[config.mk]
export PLATFORM = sky130hd
export DESIGN_NAME = bcd2ascii_tx
export DESIGN_NICKNAME = d
export VERILOG_FILES = /design/src/rtl/bcd2ascii_tx.sv
export SDC_FILE = /design/constraint.sdc
export NUM_CORES = 1
export LEC_CHECK = 0
export ABC_AREA = 1
export CORE_UTILIZATION = 45
export DETAILED_ROUTE_END_ITERATION = 8
export MAX_ROUTING_LAYER = met4
export PLACE_DENSITY = 0.65
export SETUP_SLACK_MARGIN = 0.2
export SLEW_MARGIN = 20
export SYNTH_ARGS = -nofsm -noshare
export SYNTH_HDL_FRONTEND = slang
export SYNTH_SLANG_ARGS = --single-unit
[constraint.sdc]
create_clock -name clk -period 3.23 [get_ports clk]
set_input_delay 0.8075 -clock clk [delete_from_list [all_inputs] [get_ports clk]]
set_output_delay 0.8075 -clock clk [all_outputs]
set_load 0.05 [all_outputs]
[src/rtl/bcd2ascii_tx.sv]
// bcd2ascii_tx
//   Buffers signed 4-digit BCD records and serialises each one as ASCII text.
//   Leading zeros are suppressed, negative zero prints without a sign, and a
//   digit value of 10-15 prints as '?'. Optionally each record ends in CR LF.
//
// Parameters
//   FIFO_DEPTH : input record buffer entries (power of two, >= 2)
//   TERM_EN    : 1 = append CR LF (0x0D 0x0A) after every record
//
// Ports
//   clk        : clock, rising edge
//   rst        : synchronous active-high reset
//   bcd_vld    : record present on bcd this cycle (no backpressure)
//   bcd[16:0]  : [16] sign, [15:12] thousands, [11:8] hundreds, [7:4] tens, [3:0] units
//   ascii_data : current output byte (registered)
//   ascii_vld  : ascii_data valid (registered)
//   ascii_rdy  : sink accepts the byte
//   busy       : buffer non-empty or serialiser active
//   ovf        : sticky, set when a record arrives while the buffer is full
//   ovf_clr    : clears ovf (a simultaneous drop wins)
//
// Output handshake: a byte moves when ascii_vld and ascii_rdy are both high at
// a rising edge. Once ascii_vld is raised, ascii_vld and ascii_data hold their
// values until that transfer happens.

module bcd2ascii_tx #(
    parameter int FIFO_DEPTH = 2,
    parameter bit TERM_EN    = 1'b1
) (
    input  logic        clk,
    input  logic        rst,
    input  logic        bcd_vld,
    input  logic [16:0] bcd,
    output logic [7:0]  ascii_data,
    output logic        ascii_vld,
    input  logic        ascii_rdy,
    output logic        busy,
    output logic        ovf,
    input  logic        ovf_clr
);

    localparam int AW = $clog2(FIFO_DEPTH);

    typedef enum logic [2:0] {
        IDLE  = 3'd0,
        SIGN  = 3'd1,
        DIGIT = 3'd2,
        CR    = 3'd3,
        LF    = 3'd4
    } state_t;

    // Record buffer; the extra pointer bit tells full from empty.
    logic [16:0] mem [FIFO_DEPTH];
    logic [AW:0] wr_ptr;
    logic [AW:0] rd_ptr;
    logic        empty;
    logic        full;
    logic        push;
    logic        drop;
    logic        pop;
    logic [16:0] head;

    state_t      state;
    state_t      state_n;
    logic [16:0] hold;
    logic [16:0] hold_n;
    logic [1:0]  idx;      // digit being shown: 3 thousands .. 0 units
    logic [1:0]  idx_n;
    logic [1:0]  first_idx;
    logic [7:0]  data_n;
    logic        xfer;

    function automatic logic [7:0] enc(input logic [3:0] d);
        return (d <= 4'd9) ? (8'h30 + {4'h0, d}) : 8'h3F;
    endfunction

    function automatic logic [3:0] pick(input logic [16:0] r, input logic [1:0] i);
        logic [3:0] d;
        case (i)
            2'd3:    d = r[15:12];
            2'd2:    d = r[11:8];
            2'd1:    d = r[7:4];
            default: d = r[3:0];
        endcase
        return d;
    endfunction

    assign empty = (wr_ptr == rd_ptr);
    assign full  = (wr_ptr[AW] != rd_ptr[AW]) && (wr_ptr[AW-1:0] == rd_ptr[AW-1:0]);
    // Fullness is judged before any pop at the same edge, so a full buffer
    // drops the incoming record even while the serialiser is taking one out.
    assign push  = bcd_vld && !full;
    assign drop  = bcd_vld && full;
    assign head  = mem[rd_ptr[AW-1:0]];
    assign xfer  = ascii_vld && ascii_rdy;
    assign busy  = !empty || (state != IDLE);

    // Most significant non-zero digit among thousands/hundreds/tens; units
    // always print. An invalid digit (10-15) counts as non-zero.
    always_comb begin
        first_idx = 2'd0;
        if (head[15:12] != 4'd0)     first_idx = 2'd3;
        else if (head[11:8] != 4'd0) first_idx = 2'd2;
        else if (head[7:4] != 4'd0)  first_idx = 2'd1;
    end

    always_comb begin
        state_n = state;
        hold_n  = hold;
        idx_n   = idx;
        data_n  = ascii_data;
        pop     = 1'b0;
        case (state)
            IDLE: begin
                if (!empty) begin
                    pop    = 1'b1;
                    hold_n = head;
                    idx_n  = first_idx;
                    // Negative zero prints as "0" with no sign.
                    if (head[16] && (head[15:0] != 16'h0000)) begin
                        state_n = SIGN;
                        data_n  = 8'h2D;
                    end else begin
                        state_n = DIGIT;
                        data_n  = enc(pick(head, first_idx));
                    end
                end
            end
            SIGN: begin
                if (xfer) begin
                    state_n = DIGIT;
                    data_n  = enc(pick(hold, idx));
                end
            end
            DIGIT: begin
                if (xfer) begin
                    if (idx == 2'd0) begin
                        if (TERM_EN) begin
                            state_n = CR;
                            data_n  = 8'h0D;
                        end else begin
                            state_n = IDLE;
                        end
                    end else begin
                        idx_n  = idx - 2'd1;
                        data_n = enc(pick(hold, idx - 2'd1));
                    end
                end
            end
            CR: begin
                if (xfer) begin
                    state_n = LF;
                    data_n  = 8'h0A;
                end
            end
            LF: begin
                if (xfer) state_n = IDLE;
            end
            default: state_n = IDLE;
        endcase
    end

    always_ff @(posedge clk) begin
        if (rst) begin
            wr_ptr     <= '0;
            rd_ptr     <= '0;
            state      <= IDLE;
            hold       <= 17'h0;
            idx        <= 2'd0;
            ascii_vld  <= 1'b0;
            ascii_data <= 8'h00;
            ovf        <= 1'b0;
        end else begin
            if (push) begin
                mem[wr_ptr[AW-1:0]] <= bcd;
                wr_ptr              <= wr_ptr + {{AW{1'b0}}, 1'b1};
            end
            if (pop) rd_ptr <= rd_ptr + {{AW{1'b0}}, 1'b1};
            state      <= state_n;
            hold       <= hold_n;
            idx        <= idx_n;
            ascii_vld  <= (state_n != IDLE);
            ascii_data <= data_n;
            if (drop)         ovf <= 1'b1;
            else if (ovf_clr) ovf <= 1'b0;
        end
    end

endmodule

# After elaboration in Yosys (flattened, before gate mapping)
# Memories as Yosys holds them, arrays and structs flattened. A register that Yosys moved wholly into a read port is not among the register bits.
# Index checks and enable logic that the tools add are counted.
[totals]
ramBits = 34
out_inout_bits = 11
input_bits = 22
n_memories = 1
register_bits = 35
word_cells = 107
[classes]
addsub = 6
reduce_logical = 22
mux = 45
bitwise_logic = 1
n_eq_ne = 21
n_lt_le_gt_ge = 3
[memory_table]
columns = ["memory", "depth", "width", "rd", "rd_clocked_by_memory_dff", "wr", "line_no", "source"]
rows = [
  ["mem", 2, 17, 1, 1, 1, "53", "logic [16:0] mem [FIFO_DEPTH];"],
]
[ops]
columns = ["operator", "n"]
rows = [
  ["$pmux W4 S3", 3],
  ["$mux W7", 5],
  ["$mux W4", 8],
  ["$mux W8", 4],
  ["$pmux W8 S4", 1],
  ["$add A6 B4 Y7 const A", 3],
  ["$mux W3", 6],
  ["$reduce_bool A16 Y1", 1],
  ["$reduce_bool A4 Y1", 4],
  ["$pmux W3 S5", 1],
  ["$eq A2 B2 Y1 const B", 6],
  ["$le A4 B4 Y1 const B", 3],
  ["$mux W2", 6],
  ["$mux W1", 10],
  ["$ne A2 B2 Y1 const B", 5],
  ["$eq A2 B1 Y1 const B", 3],
  ["$eq A3 B2 Y1 const B", 2],
  ["$reduce_bool A3 Y1", 2],
  ["$logic_and A1 B1 Y1", 5],
  ["$reduce_and A5 Y1", 1],
  ["$add A2 B1 Y2 const B", 2],
  ["$pmux W2 S2", 1],
  ["$reduce_and A4 Y1", 1],
  ["$reduce_bool A2 Y1", 2],
  ["12 further kinds", 13],
]

# Depth between registers and ports, before layout
[depth]
word_depth = 14
depth_mapped = 17
mapped_depth_nobuf = 15

# Least setup slack after synthesis
# OpenSTA, ideal clock, no wires.
[synth_path]
path_kind = "input -> register"
from = "input rst"
to = "memory mem[0][0], enable pin"
required_ns = 2.817
slack_ns = 0.625
path_buffers = 1
setup_ns = 0.413
cell_stages = 2
arrival_time_ns = 2.192
cell_sequence = "clkbuf_8 nor3_1"
[synth_via]
elab_chain_len = 2
[synth_rtl]
columns = ["item", "line_no", "source"]
rows = [
  ["start: declaration", "31", "input logic rst,"],
  ["$mux W1", "164", "if (rst) begin"],
  ["$mux W1 (implied by the code)", "175", "mem[wr_ptr[AW-1:0]] <= bcd;"],
  ["end: declaration", "53", ""],
]
# No other way between the ends.

# Worst setup path after layout
[layout_path]
from = "register state[1]"
to = "output busy"
[layout_via]
elab_chain_len = 2
[layout_rtl]
columns = ["item", "line_no", "source"]
rows = [
  ["start: declaration", "63", "state_t state;"],
  ["start signal: assignment", "179", "state <= state_n;"],
  ["$reduce_bool A3 Y1", "96", "assign busy = !empty || (state != IDLE);"],
  ["$logic_or A1 B1 Y1", "96", ""],
  ["end: declaration", "37", "output logic busy,"],
]
# No other way between the ends.

==> reports/metrics.csv <==
metric,value,unit
outcome,finished clean,
routabilityCongestion,0.832,
post-cts-setup-buffers,0,
critPathLaunch,state[1]$_SDFF_PP0_,
p_clk_frac,0.216,
cp_data_arrival_time,2010,ps
port_buffers,30,
setup_viol,0,
synth_area_leader_cell,edfxtp_1,
cp_top_family,buffers and inverters,
synthFlopType,edfxtp_1,
synth-seq-cells,68,
cts-hold-fix-buffers,0,
first_global_vias,2518,
sequentialPowerShare,0.333,
wl,6.91,mm
power_switching,1600,µW
final_cell_mix,"nand2_1 (108), inv_1 (66), o21ai_0 (35)",
drcViolationCount,0,
cts_tree,yes,
htree_levels,3,
holdPathStages,2,
dr_total_vias,2728,
postCtsResizedCells,0,
crit_slowest_cell,clkdlybuf4s50_1,
rrSetupSlack,1020,ps
ios,33,
core_area,7290,µm²
die_w,89.3,µm
cp_num_buf_inv,4,
ant_nets,0,
worstMarginPinSlew,732,ps
rsz0062_at_grt,no,
syn2layout_area_growth,17.6,%
min_period,2820,ps
worstSetupPathType,reg -> out,
dp_cells,546,
min_period_over_period,0.872,
cts.sinks,68,
postSynthAreaPerCell,8.10,µm²
path_cells,"nor2_1, inv_1, nor2_1, inv_1, nor2_1, inv_1, clkdlybuf4s50_1",
rows,31,
critPathMaxStageDelay,690,ps
rr_worst_depth,13,
whs,465,ps
dpl.hpwl,5.16,mm
globalRoute.totalOverflow,0,
diodes,0,
timing.critical_path.to,busy,
fmaxAchievable,0.355,GHz
dieArea,7970,µm²
power_density,919,nW/µm²
clockRootBuffer,clkbuf_8,
synthCells,423,
drt_iter0_drc,142,
async_flop_share,0,
initial_core_util,0.470,
critPathLaunchType,register,
worstSkewPairLatency,330,ps
ys_top_cells_by_area,"edfxtp_1 (30%), dfxtp_1 (20%), nand2_1 (12%), inv_1 (7.2%), o21ai_0 (5.1%)",
grt_pass1_wl,11.4,mm
grt_usage,0.201,
vias_per_cell,4.85,
maxCapViolCount,0,
required,2420,ps
relSlewSlack,0.512,
synth.distinct_cells,42,
ys_warn_count,0,
min_path_type,reg -> reg,
finalPower,3700,µW
die_y,89.3,µm
p_int,2110,µW
path_clk_slew,70,ps
cts_max_path_buffers,2,
cp_max_fo,5,
power_leakage,0.00171,µW
instances_no_fill,562,
grt_antenna_before_repair,0,
hold_violations,0,
fin_nets,486,
synth-edff-count,34,
first_pass_iters,4,
clock-skew-final,10.8,ps
swShare,0.431,
end_kind,output port,
synth_seq_area_share,0.497,
critical_path_depth,7,
timing.rr.end,ascii_data[0]$_SDFFE_PP0P_,
wire_per_inst,12.3,µm
pwr-share-comb,0.452,
grt_start_max_net_pins,33,
ir_drop,0.419,mV
numCtsBuffers,9,
finalMaxSlewViolations,0,
finalSetupTns,0,ps
final_common_cell,nand2_1,
yosys.area.top_type_share,0.298,
syn_area,3430,µm²
drive_above_1_share,0.106,
## cells by family (layout without fill, tap and decap cells)
group | count (synthesis) | in the layout | share of synthesized area
compound gates | 88 | 88 | 0.148
simple gates | 176 | 176 | 0.221
flops | 68 | 68 | 0.497
fa+ha+maj | 6 | 6 | 0.0219
other cells | 1 | 2 | 0.00109
xor+xnor | 2 | 2 | 0.00511
buf+inv | 82 | 121 | 0.106
## power groups by stage
stage	combinational, µW	clock, µW	sequential, µW
2_1_floorplan	1240	0	1300
3_3_place_gp	1640	0	1250
3_5_place_dp	1670	0	1250
4_1_cts	1670	812	1230
5_1_grt	1890	853	1260
6_report	1670	799	1230
## through the flow
| stage | worst slack, ps | util | cell area (µm²) |
|---|---|---|---|
| detailed placement | 771 | 0.520 | 3790 |
| global placement | 792 | 0.520 | 3790 |
| floorplan | 625 | - | 3430 |
| global route | 242 | 0.553 | 4030 |
| CTS | 398 | 0.553 | 4030 |
| finish | 414 | 0.553 | 4030 |
## area by class of cell
type	count	area (µm²)
fill	722	3260
sequential	68	1700
multi-input combinational	274	1370
timing repair buffer	33	323
inverter	72	278
clock buffer	11	153
tap	99	124
clock inverter	5	82.6
## synthesized netlist by cell type (3+ instances only)
library cell	instances
nand2_2	9
a31oi_1	3
inv_2	4
nor2_1	34
a21oi_2	3
nor2_4	3
nand2_1	108
clkbuf_1	3
nand3_1	11
edfxtp_1	34
o21ai_1	4
a21oi_1	26
inv_1	66
o211ai_1	3
dfxtp_1	34
a211oi_1	5
o21ai_0	35
ha_1	6
## metal layers
metal | wire length (µm) | up-vias | global-route usage | part of all wire
met3 | 292 | 9 | 0.0452 | 0.042
met2 | 3190 | 52 | 0.311 | 0.46
met4 | 93 | 0 | 0.0620 | 0.013
li1 | - | 1429 | - | -
met1 | 3330 | 1238 | 0.263 | 0.48
met5 | 0 | - | - | 0
## worst reg2reg max path, delay by kind of cell (launching register included)
family          cells  cell delay [ps]
compound gates      1               50
buf+inv             1               50
flops               1              800
simple gates       11             1220
## state kept, by name (all words and copies together) (netlist names), named ones only
register	cells
idx	2
hold	16
ascii_data	6
ascii_vld	1
mem	34
rd_ptr	2
state	3
ovf	1
wr_ptr	2
## how the worst min path moves through the flow
stage / startpoint / to / slack, ps
floorplan: hold[7]$_SDFFE_PP0P_ / hold[7]$_SDFFE_PP0P_ / 440
global placement: ovf$_SDFFE_PP0P_ / ovf$_SDFFE_PP0P_ / 450
detailed placement: hold[7]$_SDFFE_PP0P_ / hold[7]$_SDFFE_PP0P_ / 460
CTS: hold[7]$_SDFFE_PP0P_ / hold[7]$_SDFFE_PP0P_ / 470
global route: ascii_data[2]$_SDFFE_PP0P_ / ascii_data[2]$_SDFFE_PP0P_ / 490
finish: ovf$_SDFFE_PP0P_ / ovf$_SDFFE_PP0P_ / 470
Power figures use the tool's default switching activity.
